<file path="src/rtl/fetch_ctrl_if.sv">
// Fetch-unit bus: memory address/data, decode-side valid/ready queue head, and control/status.
// The master modport is the fetch controller; the slave modport is the surrounding system.
interface fetch_ctrl_if;
    logic        start;
    logic        redirect;
    logic [31:0] redirect_pc;
    logic [31:0] pc;
    logic [31:0] ins;
    logic        out_valid;
    logic        out_ready;
    logic [31:0] out_ins;
    logic [31:0] out_pc;
    logic        busy;
    logic        halted;

    modport master (
        input  start, redirect, redirect_pc, ins, out_ready,
        output pc, out_valid, out_ins, out_pc, busy, halted
    );

    modport slave (
        output start, redirect, redirect_pc, ins, out_ready,
        input  pc, out_valid, out_ins, out_pc, busy, halted
    );
endinterface

</file>
<file path="src/rtl/fetch_ctrl.sv">
// Instruction fetch sequencer: owns the PC, queues {pc, ins} pairs toward decode.
// Optional halt-instruction detection is enabled by defining FETCH_HALT_EN.
module fetch_ctrl #(
    parameter int unsigned ADDR_W    = 8,
    parameter int unsigned QDEPTH    = 4,
    parameter logic [31:0] RESET_PC  = 32'd0,
    parameter logic [31:0] HALT_WORD = 32'hFFFF_FFFF
) (
    input logic          clk,
    input logic          rstd,
    fetch_ctrl_if.master bus
);
    localparam int unsigned    PTR_W = $clog2(QDEPTH);
    localparam logic [PTR_W:0] FULL  = QDEPTH[PTR_W:0];

    typedef enum logic [1:0] {
        S_IDLE,
        S_RUN,
        S_HALT
    } state_t;

    state_t            state;
    logic [ADDR_W-1:0] pc_q;
    logic [PTR_W-1:0]  head;
    logic [PTR_W-1:0]  tail;
    logic [PTR_W:0]    count;
    logic [ADDR_W-1:0] q_pc  [QDEPTH];
    logic [31:0]       q_ins [QDEPTH];

    logic pop;
    logic push;
    logic halt_hit;
    logic unused_bits;

`ifdef FETCH_HALT_EN
    assign halt_hit   = (bus.ins == HALT_WORD);
    assign bus.halted = (state == S_HALT);
`else
    assign halt_hit   = 1'b0;
    assign bus.halted = 1'b0;
`endif

    assign unused_bits = ^{bus.redirect_pc[31:ADDR_W], HALT_WORD};

    assign pop  = bus.out_valid && bus.out_ready;
    assign push = (state == S_RUN) && !bus.redirect && ((count != FULL) || pop);

    assign bus.pc        = {{(32-ADDR_W){1'b0}}, pc_q};
    assign bus.out_valid = (count != '0);
    assign bus.out_ins   = (count != '0) ? q_ins[head] : '0;
    assign bus.out_pc    = (count != '0) ? {{(32-ADDR_W){1'b0}}, q_pc[head]} : '0;
    assign bus.busy      = (state != S_IDLE);

    always_ff @(posedge clk) begin
        if (rstd) begin
            state <= S_IDLE;
            pc_q  <= RESET_PC[ADDR_W-1:0];
            head  <= '0;
            tail  <= '0;
            count <= '0;
        end else if (bus.redirect) begin
            // Redirect wins over push/start; a same-cycle pop is simply absorbed by the flush.
            pc_q  <= bus.redirect_pc[ADDR_W-1:0];
            head  <= '0;
            tail  <= '0;
            count <= '0;
            if (state != S_IDLE) begin
                state <= S_RUN;
            end
        end else begin
            if (push) begin
                q_pc[tail]  <= pc_q;
                q_ins[tail] <= bus.ins;
                tail        <= tail + 1'b1;
                if (halt_hit) begin
                    state <= S_HALT;
                end else begin
                    pc_q <= pc_q + 1'b1;
                end
            end
            if (pop) begin
                head <= head + 1'b1;
            end
            if (push && !pop) begin
                count <= count + 1'b1;
            end else if (pop && !push) begin
                count <= count - 1'b1;
            end
            if (state == S_IDLE && bus.start) begin
                state <= S_RUN;
            end
        end
    end
endmodule

</file>
<file path="src/flat_wrapper.sv">
// flat-port wrapper written by rule: the top's interface ports become plain ports
module fetch_ctrl_flat 
#(
    parameter int unsigned ADDR_W    = 8,
    parameter int unsigned QDEPTH    = 4,
    parameter logic [31:0] RESET_PC  = 32'd0,
    parameter logic [31:0] HALT_WORD = 32'hFFFF_FFFF
)
  (clk, rstd, bus_start, bus_redirect, bus_redirect_pc, bus_ins, bus_out_ready, bus_pc, bus_out_valid, bus_out_ins, bus_out_pc, bus_busy, bus_halted);
  fetch_ctrl_if bus_i ();
  input logic clk;
  input logic rstd;
  input wire logic [$bits(bus_i.start)-1:0] bus_start;
  input wire logic [$bits(bus_i.redirect)-1:0] bus_redirect;
  input wire logic [$bits(bus_i.redirect_pc)-1:0] bus_redirect_pc;
  input wire logic [$bits(bus_i.ins)-1:0] bus_ins;
  input wire logic [$bits(bus_i.out_ready)-1:0] bus_out_ready;
  output wire logic [$bits(bus_i.pc)-1:0] bus_pc;
  output wire logic [$bits(bus_i.out_valid)-1:0] bus_out_valid;
  output wire logic [$bits(bus_i.out_ins)-1:0] bus_out_ins;
  output wire logic [$bits(bus_i.out_pc)-1:0] bus_out_pc;
  output wire logic [$bits(bus_i.busy)-1:0] bus_busy;
  output wire logic [$bits(bus_i.halted)-1:0] bus_halted;
  assign bus_i.start = bus_start;
  assign bus_i.redirect = bus_redirect;
  assign bus_i.redirect_pc = bus_redirect_pc;
  assign bus_i.ins = bus_ins;
  assign bus_i.out_ready = bus_out_ready;
  assign bus_pc = bus_i.pc;
  assign bus_out_valid = bus_i.out_valid;
  assign bus_out_ins = bus_i.out_ins;
  assign bus_out_pc = bus_i.out_pc;
  assign bus_busy = bus_i.busy;
  assign bus_halted = bus_i.halted;
  fetch_ctrl #(.ADDR_W(ADDR_W), .QDEPTH(QDEPTH), .RESET_PC(RESET_PC), .HALT_WORD(HALT_WORD)) u_core (.clk(clk), .rstd(rstd), .bus(bus_i));
endmodule
</file>
<file path="config.mk">
export PLATFORM = sky130hd
export DESIGN_NAME = fetch_ctrl_flat
export DESIGN_NICKNAME = d
export VERILOG_FILES = /design/src/rtl/fetch_ctrl_if.sv /design/src/rtl/fetch_ctrl.sv /design/src/flat_wrapper.sv
export SDC_FILE = /design/constraint.sdc
export NUM_CORES = 1
export LEC_CHECK = 0
export CAP_MARGIN = 20
export CORE_MARGIN = 1.5
export CORE_UTILIZATION = 35
export CTS_CLUSTER_DIAMETER = 60
export DETAILED_ROUTE_END_ITERATION = 8
export DONT_BUFFER_PORTS = 1
export PLACE_DENSITY = 0.6
export SYNTH_ARGS = -nofsm -noshare
export SYNTH_HDL_FRONTEND = slang
export SYNTH_SLANG_ARGS = --single-unit
</file>
<file path="constraint.sdc">
create_clock -name clk -period 4.2 [get_ports clk]
set_input_delay 0.84 -clock clk [delete_from_list [all_inputs] [get_ports clk]]
set_output_delay 0.84 -clock clk [all_outputs]
set_load 0.03 [all_outputs]
</file>
### Word level (Yosys, flattened, before mapping)

Memory sizes are Yosys's and may differ from the RTL's. A register that Yosys moved wholly into a read port is not among the register bits.
Cells that the tools add are included.

| storage, ports and cells | value |
|---|---|
| flip-flop bits (word level) | 17 |
| RAM bits | 160 |
| input port bits | 69 |
| word-level logic and storage cells | 50 |
| memories kept | 2 |

| cells by class | value |
|---|---|
| add/sub/neg operators | 5 |
| equal/unequal tests | 3 |
| muxes and demuxes | 17 |
| reduce and logical (&&, ||, !) cells | 18 |

Memories:

| memory | words | bits a word | rd ports | clocked after Yosys merged registers in | wr ports | RTL line | source |
|---|---|---|---|---|---|---|---|
| u_core.q_ins | 4 | 32 | 1 | 1 | 1 | fetch_ctrl.sv:28 | `logic [31:0] q_ins [QDEPTH];` |
| u_core.q_pc | 4 | 8 | 1 | 1 | 1 | fetch_ctrl.sv:27 | `logic [ADDR_W-1:0] q_pc [QDEPTH];` |

Operator list:

| kind | number |
|---|---|
| $mux 32 | 1 |
| $mux 8 | 3 |
| $mux 2 | 7 |
| $add 8x1->8 const B | 1 |
| $reduce_bool 2->1 | 4 |
| $logic_and 1x1->1 | 6 |
| $mux 3 | 2 |
| $add 2x1->2 const B | 2 |
| $mux 1 | 4 |
| $add 3x1->3 const B | 1 |
| $logic_not 1->1 | 3 |
| $ne 3x3->1 const B | 1 |
| $reduce_bool 3->1 | 1 |
| $sub 3x1->3 const B | 1 |
| $eq 2x1->1 const B | 1 |
| $logic_not 2->1 | 1 |
| $ne 2x1->1 const B | 1 |
| $reduce_and 2->1 | 1 |
| $reduce_or 2->1 | 1 |
| $logic_or 1x1->1 | 1 |

### Longest topological paths before layout

| logic depth | value |
|---|---|
| word-level depth | 8 |
| depth in mapped cells | 9 |
| depth with buffers taken out | 8 |

### Least setup slack after synthesis

OpenSTA, ideal clock, no wires.

| timing path | value |
|---|---|
| path kind | input -> register |
| start point | input port bus_out_ready |
| end point | memory u_core.q_ins[0][0], enable pin |
| arrival | 2.226 ns |
| required time | 3.799 ns |
| setup slack | 1.573 ns |
| stages on the path | 4 |
| cells stage by stage | nor4b_4 -> buf_2 -> nor2_1 -> and3_1 |

| on the way | value |
|---|---|
| cells in the longest elaborated chain, start to end | 7 |

RTL lines:

| what | RTL line | source |
|---|---|---|
| from (decl) | flat_wrapper.sv:17 | `input wire logic [$bits(bus_i.out_ready)-1:0] bus_out_ready;` |
| $logic_and 1x1->1 | fetch_ctrl.sv:45 | `assign pop = bus.out_valid && bus.out_ready;` |
| $logic_or 1x1->1 | fetch_ctrl.sv:46 | `assign push = (state == S_RUN) && !bus.redirect && ((count != FULL) \|\| pop);` |
| $logic_and 1x1->1 | fetch_ctrl.sv:46 |  |
| $mux 1 | fetch_ctrl.sv:71 | `if (push) begin` |
| $mux 1 | fetch_ctrl.sv:61 | `end else if (bus.redirect) begin` |
| $mux 1 | fetch_ctrl.sv:55 | `if (rstd) begin` |
| $mux 1 (not written as such) | fetch_ctrl.sv:73 | `q_ins[tail] <= bus.ins;` |
| to (decl) | fetch_ctrl.sv:28 |  |

Every way passes these cells.

==> impl_metrics.tcl <==
set metrics [dict create \
    crit_type "flop to output pin" \
    cts_buffers 17 \
    critical_path_required_ns 3.36 \
    coreArea_um2 20400 \
    synth_xor_area_share_pct 0.475 \
    clk_path_buf_depth 2 \
    synth_compound_area_share_pct 2.51 \
    cts_tree "built" \
    yosys.area_share.simple_pct 6.84 \
    hp-class "input port to flop" \
    drt-total-wl_mm 13.4 \
    vias 3432 \
    hold_violations 0 \
    htreeDepth 4 \
    clock_latency_ns 0.41 \
    n_antenna_cell 0 \
    crit_buf_inv 0 \
    die_x_um 148 \
    finalSetupTns_ns 0 \
    cap_viol_max_count 0 \
    synth_top_family_by_area "multiplexers" \
    clock_sink_count 178 \
    initial_utilization_pct 36.1 \
    io_buffers 0 \
    clkSlewWorstSetupHoldPaths_ns 0.06 \
    synth_edf_count 160 \
    end_kind "output pin" \
    hold_buffers 0 \
    grt_antenna_before_repair 0 \
    place_area_um2 7510 \
    crit_fanout 40 \
    fmax_ghz 0.320 \
    worst_pin_slew_ns 0.876 \
    place.gp.congestion 0.715 \
    leakagePower_nw 2.53 \
    netlist_instances 416 \
    wire_per_inst_um 19.0 \
    root_buffer "clkbuf_16" \
    avgSynthCellArea_um2 17.7 \
    rr_worst_depth 8 \
    synth_cell_types 36 \
    maxSlewHeadroom_pct 41.6 \
    ant_nets 0 \
    powerDensity_nw_per_um2 453 \
    whs_path_depth 1 \
    drive_above_1_share_pct 19.5 \
    synthAdderAreaFrac_pct 1.29 \
    dieArea_um2 21900 \
    ys.warnings.count 0 \
    ir_drop_uv 228 \
    viasPerCell 4.86 \
    grt_pass1_wl_mm 20.7 \
    rrSetupSlack_ns 1.58 \
    grt_max_degree 42 \
    min-delay-start "rstd" \
    dr.pass1.iters 7 \
    hpwl_mm 8.02 \
    rsz0062_at_grt "false" \
    period_share_pct 74.4 \
    path_cells "mux4_2 > nor2b_1" \
    syn_area_um2 7370 \
    post_cts_resized 0 \
    status "finished clean" \
    io_pins 168 \
    drv_slew 0 \
    fin_skew_ns 0.00737 \
    final_cell_mix "edfxtp_1 (160), conb_1 (49), nor2b_1 (41)" \
    drt_iter0_markers 240 \
    synthMuxAreaShare_pct 12.4 \
    start_kind "flop" \
    stdcell_area_um2 8060 \
    hold_path_end "u_core.pc_q[4]$_SDFFE_PP0P_" \
    rr_startpoint "u_core.state[0]$_SDFFE_PP0P_" \
    track_usage_pct 12.9 \
    max_stage_delay_ns 0.93 \
    finalSetupViolCount 0 \
    post_cts_buffers 0 \
    async_flop_share_pct 0 \
    gr-total-overflow 0 \
    die_y_um 148 \
    min_period_ns 3.12 \
    finalNetCount 499 \
    r2r_end "u_core.count[2]$_SDFFE_PP0P_" \
    rows 52 \
    drc_errors 0 \
    crit_slowest_cell "dfxtp_4" \
    critical_path.top_delay_family "flip-flops" \
    ys_ff_latch 178 \
    final_common_cell "edfxtp_1" \
    grt_pass1_vias 3551 \
    crit_arrival_ns 2.28 \
    dominantRegCellSynth "edfxtp_1" \
    ys_seq_area_share_pct 70.1 \
    syn2layout_area_growth_pct 9.28 \
]
==> per-layer routing <==
layer  track usage [%]  routed length, µm
met5                 0                  0
met4              3.86                108
met3              4.88                931
met2              20.9               6860
met1              16.0               5530
==> cells by family after synthesis <==
group                      Yosys count
muxes                               41
buffers and inverters               75
DFF                                178
xor gates and xnor gates             4
adders and majority gates            7
other                                1
AOI/OAI and AO/OA                   25
and+or+nand+nor                     85
==> worst max path at each step <==
stage / startpoint / cells past startpoint / to
after global placement: flop / 2 / bus_out_pc[7]
after detailed placement: flop / 2 / bus_out_pc[7]
final: flop / 2 / bus_out_ins[1]
after CTS: flop / 2 / bus_out_pc[2]
after global routing: flop / 2 / bus_out_pc[7]
after floorplan: bus_out_ready / 4 / u_core.q_ins[0][0]$_DFFE_PP_
==> synth_stat cells (2+ instances only) <==
library cell,instances,area (µm²)
inv_1,8,30.0
o31ai_1,4,30.0
dfxtp_1,18,360
and3_1,4,25.0
nand4_1,4,25.0
o21ai_0,5,25.0
clkbuf_1,12,45.0
nor2b_1,41,257
or3_1,2,12.5
mux4_2,40,901
or4_1,4,30.0
buf_4,49,368
ha_1,6,75.1
a21oi_1,4,20.0
edfxtp_1,160,4800
nand3_1,4,20.0
a311oi_1,5,43.8
xor2_1,4,35.0
buf_2,6,30.0
nor3_1,2,10.0
nor2_1,16,60.1
nand2_1,4,15.0
==> area by class of cell <==
| type | instances | area [µm²] |
|---|---|---|
| Timing Repair Buffer | 7 | 52.6 |
| Multi-Input combinational cell | 211 | 1920 |
| Inverter | 8 | 30.0 |
| Fill cell | 1867 | 12400 |
| Clock buffer | 18 | 429 |
| Tap cell | 270 | 338 |
| Clock inverter | 14 | 113 |
| Sequential cell | 178 | 5170 |
==> report_power, final <==
group	internal (W)	switching, W	leakage, nW
Clock	0.000812	0.000628	0.257
Combinational	0.0000468	0.000175	0.675
Sequential	0.00195	0.0000419	1.59
==> sequential cells by signal, summed over array words and instances (netlist names), named ones only <==
name	cells
u_core.pc_q	8
u_core.q_ins	128
u_core.head	2
u_core.count	3
u_core.q_pc	32
u_core.tail	2
u_core.state	1
==> stage by stage <==
| step | setup WS (ns) | hold slack (ns) | total power [W] | std cells | utilization [%] |
|---|---|---|---|---|---|
| 2_1_floorplan | 1.57 | 0.484 | 0.00225 | 464 | - |
| 3_3_place_gp | 1.40 | 0.502 | 0.00225 | 674 | 36.8 |
| 5_1_grt | 0.868 | 0.458 | 0.00379 | 706 | 39.4 |
| 4_1_cts | 0.967 | 0.464 | 0.00370 | 706 | 39.4 |
| 6_report | 1.08 | 0.488 | 0.00365 | 706 | 39.4 |
| 3_5_place_dp | 1.38 | 0.517 | 0.00225 | 674 | 36.8 |
Power figures use the tool's default switching activity.
